`src/rtl/int_sqrt_engine_if.sv`:
```
// Start/busy/done handshake bundle for the integer square-root engine.
// The requester (master) drives the operand and start; the engine (slave) returns the result.
interface int_sqrt_engine_if #(
    parameter int W = 8
);
    localparam int R = W / 2;

    logic         S;
    logic         Mode;
    logic [W-1:0] X;
    logic [R-1:0] sqrt;
    logic [R:0]   rem;
    logic         Busy;
    logic         Done;

    modport master (
        output S, Mode, X,
        input  sqrt, rem, Busy, Done
    );

    modport slave (
        input  S, Mode, X,
        output sqrt, rem, Busy, Done
    );
endinterface

```
`src/rtl/int_sqrt_engine.sv`:
```
// Restoring digit-by-digit integer square root: one root bit per clock, W/2+1 cycles
// per result, with floor or round-to-nearest (saturating) output.
module int_sqrt_engine #(
    parameter int W = 8
) (
    input  logic              Clock,
    input  logic              Reset,
    int_sqrt_engine_if.slave  bus
);
    localparam int R  = W / 2;
    localparam int CW = (R > 2) ? $clog2(R) : 1;

    typedef enum logic [1:0] {IDLE, CALC, FIN} state_t;

    state_t         state_q, state_d;
    logic [W-1:0]   opnd_q;
    logic [R-1:0]   root_q;
    logic [R+1:0]   remp_q;
    logic [CW-1:0]  cnt_q;
    logic           mode_q;
    logic [R-1:0]   sqrt_q;
    logic [R:0]     rem_q;
    logic           done_q;

    logic [R+1:0]   shifted;
    logic [R+1:0]   trial;
    logic [R-1:0]   rounded;

    // The true trial value always lies within R+2 signed bits, so modular
    // subtraction gives an exact sign bit without any extra widening.
    // NOTE: every signal assigned in always_comb gets a default first, so no path
    // leaves it unassigned and no latch is inferred.
    always_comb begin
        shifted = {remp_q[R-1:0], opnd_q[W-1 -: 2]};
        trial   = shifted - {root_q, 2'b01};
        rounded = root_q;
        if (remp_q > {2'b00, root_q} && !(&root_q)) begin
            rounded = root_q + R'(1);
        end
    end

    always_comb begin
        state_d = state_q;
        case (state_q)
            IDLE:    if (bus.S) state_d = CALC;
            CALC:    if (cnt_q == '0) state_d = FIN;
            FIN:     state_d = IDLE;
            default: state_d = IDLE;
        endcase
    end

    // NOTE: all registered state uses non-blocking assignments so every flop
    // samples the values from before this edge, independent of statement order.
    always_ff @(posedge Clock) begin
        if (Reset) begin
            state_q <= IDLE;
            opnd_q  <= '0;
            root_q  <= '0;
            remp_q  <= '0;
            cnt_q   <= '0;
            mode_q  <= 1'b0;
            sqrt_q  <= '0;
            rem_q   <= '0;
            done_q  <= 1'b0;
        end else begin
            state_q <= state_d;
            done_q  <= 1'b0;
            case (state_q)
                IDLE: begin
                    if (bus.S) begin
                        opnd_q <= bus.X;
                        root_q <= '0;
                        remp_q <= '0;
                        cnt_q  <= CW'(R - 1);
                        mode_q <= bus.Mode;
                    end
                end
                CALC: begin
                    opnd_q <= opnd_q << 2;
                    if (!trial[R+1]) begin
                        remp_q <= trial;
                        root_q <= {root_q[R-2:0], 1'b1};
                    end else begin
                        remp_q <= shifted;
                        root_q <= {root_q[R-2:0], 1'b0};
                    end
                    if (cnt_q != '0) cnt_q <= cnt_q - CW'(1);
                end
                FIN: begin
                    rem_q  <= remp_q[R:0];
                    sqrt_q <= mode_q ? rounded : root_q;
                    done_q <= 1'b1;
                end
                default: ;
            endcase
        end
    end

    assign bus.sqrt = sqrt_q;
    assign bus.rem  = rem_q;
    assign bus.Done = done_q;
    assign bus.Busy = (state_q != IDLE);
endmodule
```
`src/flat_wrapper.sv`:
```
// flat-port wrapper written by rule: the top's interface ports become plain ports
module int_sqrt_engine_flat 
#(
    parameter int W = 8
)
  (Clock, Reset, bus_S, bus_Mode, bus_X, bus_sqrt, bus_rem, bus_Busy, bus_Done);
  int_sqrt_engine_if #(.W(W)) bus_i ();
  input  logic Clock;
  input  logic Reset;
  input wire logic [$bits(bus_i.S)-1:0] bus_S;
  input wire logic [$bits(bus_i.Mode)-1:0] bus_Mode;
  input wire logic [$bits(bus_i.X)-1:0] bus_X;
  output wire logic [$bits(bus_i.sqrt)-1:0] bus_sqrt;
  output wire logic [$bits(bus_i.rem)-1:0] bus_rem;
  output wire logic [$bits(bus_i.Busy)-1:0] bus_Busy;
  output wire logic [$bits(bus_i.Done)-1:0] bus_Done;
  assign bus_i.S = bus_S;
  assign bus_i.Mode = bus_Mode;
  assign bus_i.X = bus_X;
  assign bus_sqrt = bus_i.sqrt;
  assign bus_rem = bus_i.rem;
  assign bus_Busy = bus_i.Busy;
  assign bus_Done = bus_i.Done;
  int_sqrt_engine #(.W(W)) u_core (.Clock(Clock), .Reset(Reset), .bus(bus_i));
endmodule
```
`config.mk`:
```
export PLATFORM = sky130hd
export DESIGN_NAME = int_sqrt_engine_flat
export DESIGN_NICKNAME = d
export VERILOG_FILES = /design/src/rtl/int_sqrt_engine_if.sv /design/src/rtl/int_sqrt_engine.sv /design/src/flat_wrapper.sv
export SDC_FILE = /design/constraint.sdc
export NUM_CORES = 1
export LEC_CHECK = 0
export ABC_AREA = 1
export CELL_PAD_IN_SITES_DETAIL_PLACEMENT = 1
export CELL_PAD_IN_SITES_GLOBAL_PLACEMENT = 1
export CORE_MARGIN = 3
export CORE_UTILIZATION = 35
export CTS_BUF_LIST = sky130_fd_sc_hd__clkbuf_16
export DETAILED_ROUTE_END_ITERATION = 12
export GPL_TIMING_DRIVEN = 0
export PLACE_DENSITY = 0.76
export SETUP_SLACK_MARGIN = 0.5
export SLEW_MARGIN = 20
export SYNTH_ARGS = -nofsm -noshare
export SYNTH_HDL_FRONTEND = slang
export SYNTH_SLANG_ARGS = --single-unit
```
`constraint.sdc`:
```
create_clock -name Clock -period 1.6 [get_ports Clock]
set_input_delay 0.16 -clock Clock [delete_from_list [all_inputs] [get_ports Clock]]
set_output_delay 0.16 -clock Clock [all_outputs]
set_load 0.02 [all_outputs]
```
==> run_results.csv, run 1 <==
group,metric,value,unit
floorplan,dieArea,5626,um2
logic_synthesis,yosys_register_bits,33,
finish,final_cells,345,
place,dpl.hpwl,3426,um
clocking,clk_pin_slew_worst_paths,0.06,ns
critical_path,reg2reg_depth,11,
critical_path,crit_type,"flip-flop to flip-flop",
pwr,ir_worst_vdd,669.8,uV
timing,fin_crit,1.669,ns
critical_path,worst_setup_path_end_kind,"flip-flop",
floorplan,core_area,4474,um2
drt,drc_errors,0,
worst_hold_path,min_to,"u_core.cnt_q[0]",
global_route,grt_max_degree,11,
critical_path,crit_top_cell,"nand2_1",
critical_path,slowest_delay,0.37,ns
logic_synthesis,synthesis.area,1667,um2
timing,finalSetupTns,-0.08986,ns
timing,fin_skew,0.009905,ns
critical_path,cp-start-kind,"flip-flop",
logic_synthesis,yosysUniqueCellTypes,27,
logic_synthesis,synth_cells,233,
worst_hold_path,hold_path.class,"flip-flop to flip-flop",
drt,post_drt_wl_per_cell,19.38,um
drt,routed_wl,6686,um
timing,worst_slew_pin_slew,0.3486,ns
clocking,cts_sinks,33,
drt,vias_per_cell,5.403,
timing,max_freq,599.1,MHz
timing,final_min_period_over_clock_period,1.043,
drt,drtAntennaViolNets,0,
floorplan,core.rowCount,24,
place,dpl_cell_area,2011,um2
logic_synthesis,synth_top_area_cell,"dfxtp_1",
critical_path,cp_num_cells,11,
job,max-cap-violations,0,
finish,finalNetCount,312,
timing,hold_ws,0.4309,ns
finish,antenna_cells,0,
pwr,p_per_area,1155,nW/um2
critical_path,critPathMaxFanout,6,
critical_path,critPathArrivalTime,1.85,ns
critical_path,r2r_slack,-0.07,ns
outcome,violations,"setup timing",
finish,utilization,0.6359,
clocking,cts_buffers,5,
clocking,hold_buffers,0,
logic_synthesis,yosysSeqAreaShare,0.3964,
logic_synthesis,synth_edf_count,0,
pwr,leakagePower,1.194,nW
clocking,worstSkewPairLatency,0.28,ns
global_route,grt_pass1_vias,1765,
floorplan,ios,23,
global_route,grt_use_total,0.2006,
finish,drive_gt1_frac,0.5154,
timing,max_slew_margin,0.7676,
clocking,cts_tree,"built",
place,io_buffers,22,
timing,grt_setup_unrepaired,"yes",
critical_path,path_cells,"inv_4 > ha_4 > inv_2 > o21bai_1 > nand2_1 > nand3_4 > nand2_4 > nand2_2 > nand3_2 > nand2_1 > inv_1",
clocking,cts.path.max_buffers,2,
finish,fillCellCount,512,
worst_hold_path,worstHoldStart,"u_core.cnt_q[0]",
floorplan,die_w,75.01,um
place,place_inst,307,
critical_path,r2r-start,"u_core.root_q[1]",
logic_synthesis,syn_area_per_cell,7.153,um2
clocking,clock-root-buffer,"clkbuf_16",
worst_hold_path,worstHoldPathCells,1,
timing,hold_viol_final,0,
timing,setup_viol,3,
global_route,grt_pass1_wl,8404,um
finish,syn2layout_area_growth,70.72,%
floorplan,start_util,0.3725,
drt,vias,1864,
timing,maxSlewViolCount,0,
global_route,antenna_found_initial,0,
place,globalplace.congestion,0.7948,
outcome,status,"complete, but fails checks",
timing,fin_ws,-0.06913,ns
place,pre_cts_ws,-0.1049,ns
finish,postLayoutCellArea,2845,um2
global_route,globalRouteOverflowTotal,0,
logic_synthesis,dominantRegCellSynth,"dfxtp_1",
pwr,power,3.288,mW
logic_synthesis,synth.area.top_cells,"dfxtp_1 (40%), nand2_1 (10%), a21oi_1 (7.5%)",
logic_synthesis,synth_top_area_frac,0.3964,
logic_synthesis,ys_warn_count,0,
critical_path,cp_slowest_cell,"dfxtp_4",
logic_synthesis,syn_nets,253,
critical_path,cp_data_required_time,1.79,ns
clocking,htree_levels,2,
critical_path,path_buf_inv,3,
critical_path,crit_family,"simple AND/OR/NAND/NOR gates",
logic_synthesis,ys_async_sr_fraction,0,
drt,drt_iter0_markers,77,
floorplan,dieHeight,75.01,um
drt,drtPass1Iterations,4,
critical_path,r2r-end,"u_core.bus.sqrt[1]",
-- worst register-to-register path: stages, from the launching register on --
cell and delay (ns):
dfxtp_4 0.37, inv_4 0.04, ha_4 0.30, inv_2 0.04, o21bai_1 0.19, nand2_1 0.14, nand3_4 0.12, nand2_4 0.07
nand2_2 0.09, nand3_2 0.09, nand2_1 0.09, inv_1 0.04
-- timing repair --
action                                  4_1_cts  5_1_grt
buffers inserted                             16       11
gates resized for setup                      78       94
endpoints found under the setup margin       44       37
cloned                                        1        2
pin swaps                                    20       25
-- cell type report --
type                            count  area, um2  share of cell area
Inverter                           30      145.1             0.05101
Tap cell                           52      65.06             0.02287
Sequential cell                    33      689.4              0.2423
Multi-Input combinational cell    163       1245              0.4376
Timing Repair Buffer               51      457.9              0.1609
Clock inverter                      3      37.54             0.01319
Buffer                              7      71.32             0.02507
Clock buffer                        5      125.1             0.04398
Timing Repair inverter              1      8.758            0.003078
-- routing by layer --
metal	track usage	vias to the layer above	share of wire	routed length [um]
met5	0	-	0	0
met4	0.07708	0	0.032	212
met3	0.04406	18	0.033	219
met2	0.3472	44	0.53	3555
met1	0.2410	910	0.40	2699
li1	-	892	-	-
-- cell usage after synthesis, types with 2 or more instances --
cell type and number:
nand3_1 23, a21oi_2 2, clkinv_1 2, inv_2 2, nand4_1 5, nand2_2 4
nand2_1 45, nand3_2 3, o21ai_0 12, nor2_1 21, ha_1 8, dfxtp_1 33
o22ai_1 5, nand3b_1 3, clkbuf_1 2, buf_2 3, xor2_1 2, inv_1 25
a21oi_1 25
-- flip-flops by register name (all words and copies together), names as in the netlist --
name and cells:
u_core.bus.Done 1, u_core.bus.rem 5, u_core.bus.sqrt 4, u_core.cnt_q 2
u_core.mode_q 1, u_core.opnd_q 8, u_core.remp_q 6, u_core.root_q 4
u_core.state_q 2
-- logic make-up after synthesis --
group	count (synthesis)	synth area share
and+or+nand+nor	106	0.2898
AOI/OAI and AO/OA	47	0.1547
buffers and inverters	37	0.08859
DFF	33	0.3964
adders and majority gates	8	0.06006
xor gates and xnor gates	2	0.01051
-- layout by cell type (no fill, tap or decap), drive strengths merged --
master	count
nand2	49
buf	33
dfxtp	33
inv	29
a21oi	27
nand3	26
nor2	22
clkbuf	14
o21ai	12
clkdlybuf4s50	11
ha	8
nand4	5
o22ai	5
clkdlybuf4s15	5
clkinv	4
nand3b	3
xor2	2
o21bai	1
nor3	1
a221oi	1
a22oi	1
bufinv	1
-- report_power, final --
part / internal [mW] / total [mW] / switching (mW) / leakage, nW
registers: 0.891 / 0.969 / 0.0785 / 0.277
clock network: 0.723 / 1.08 / 0.360 / 0.0826
logic: 0.543 / 1.23 / 0.692 / 0.835
total: 2.16 / 3.29 / 1.13 / 1.19
-- worst max path at each step --
| stage | from | endpoint | slack (ns) |
|---|---|---|---|
| after floorplan | u_core.root_q[1] | u_core.remp_q[4] | 0.19 |
| after global routing | u_core.root_q[1] | u_core.bus.sqrt[1] | -0.14 |
| final | u_core.root_q[1] | u_core.bus.sqrt[1] | -0.07 |
| after CTS | u_core.root_q[2] | u_core.remp_q[1] | 0.006 |
| after global placement | u_core.remp_q[2] | u_core.remp_q[4] | -0.06 |
| after detailed placement | u_core.remp_q[2] | u_core.remp_q[1] | -0.10 |
Note: power is estimated with default switching activity, not from simulation.
==> run 2: changes to the inputs <==
Settings changed: ABC_CLOCK_PERIOD_IN_PS set to 1600.
==> results of run 2 <==
The final DEF is identical to that of run 1; final timing and power are the same.
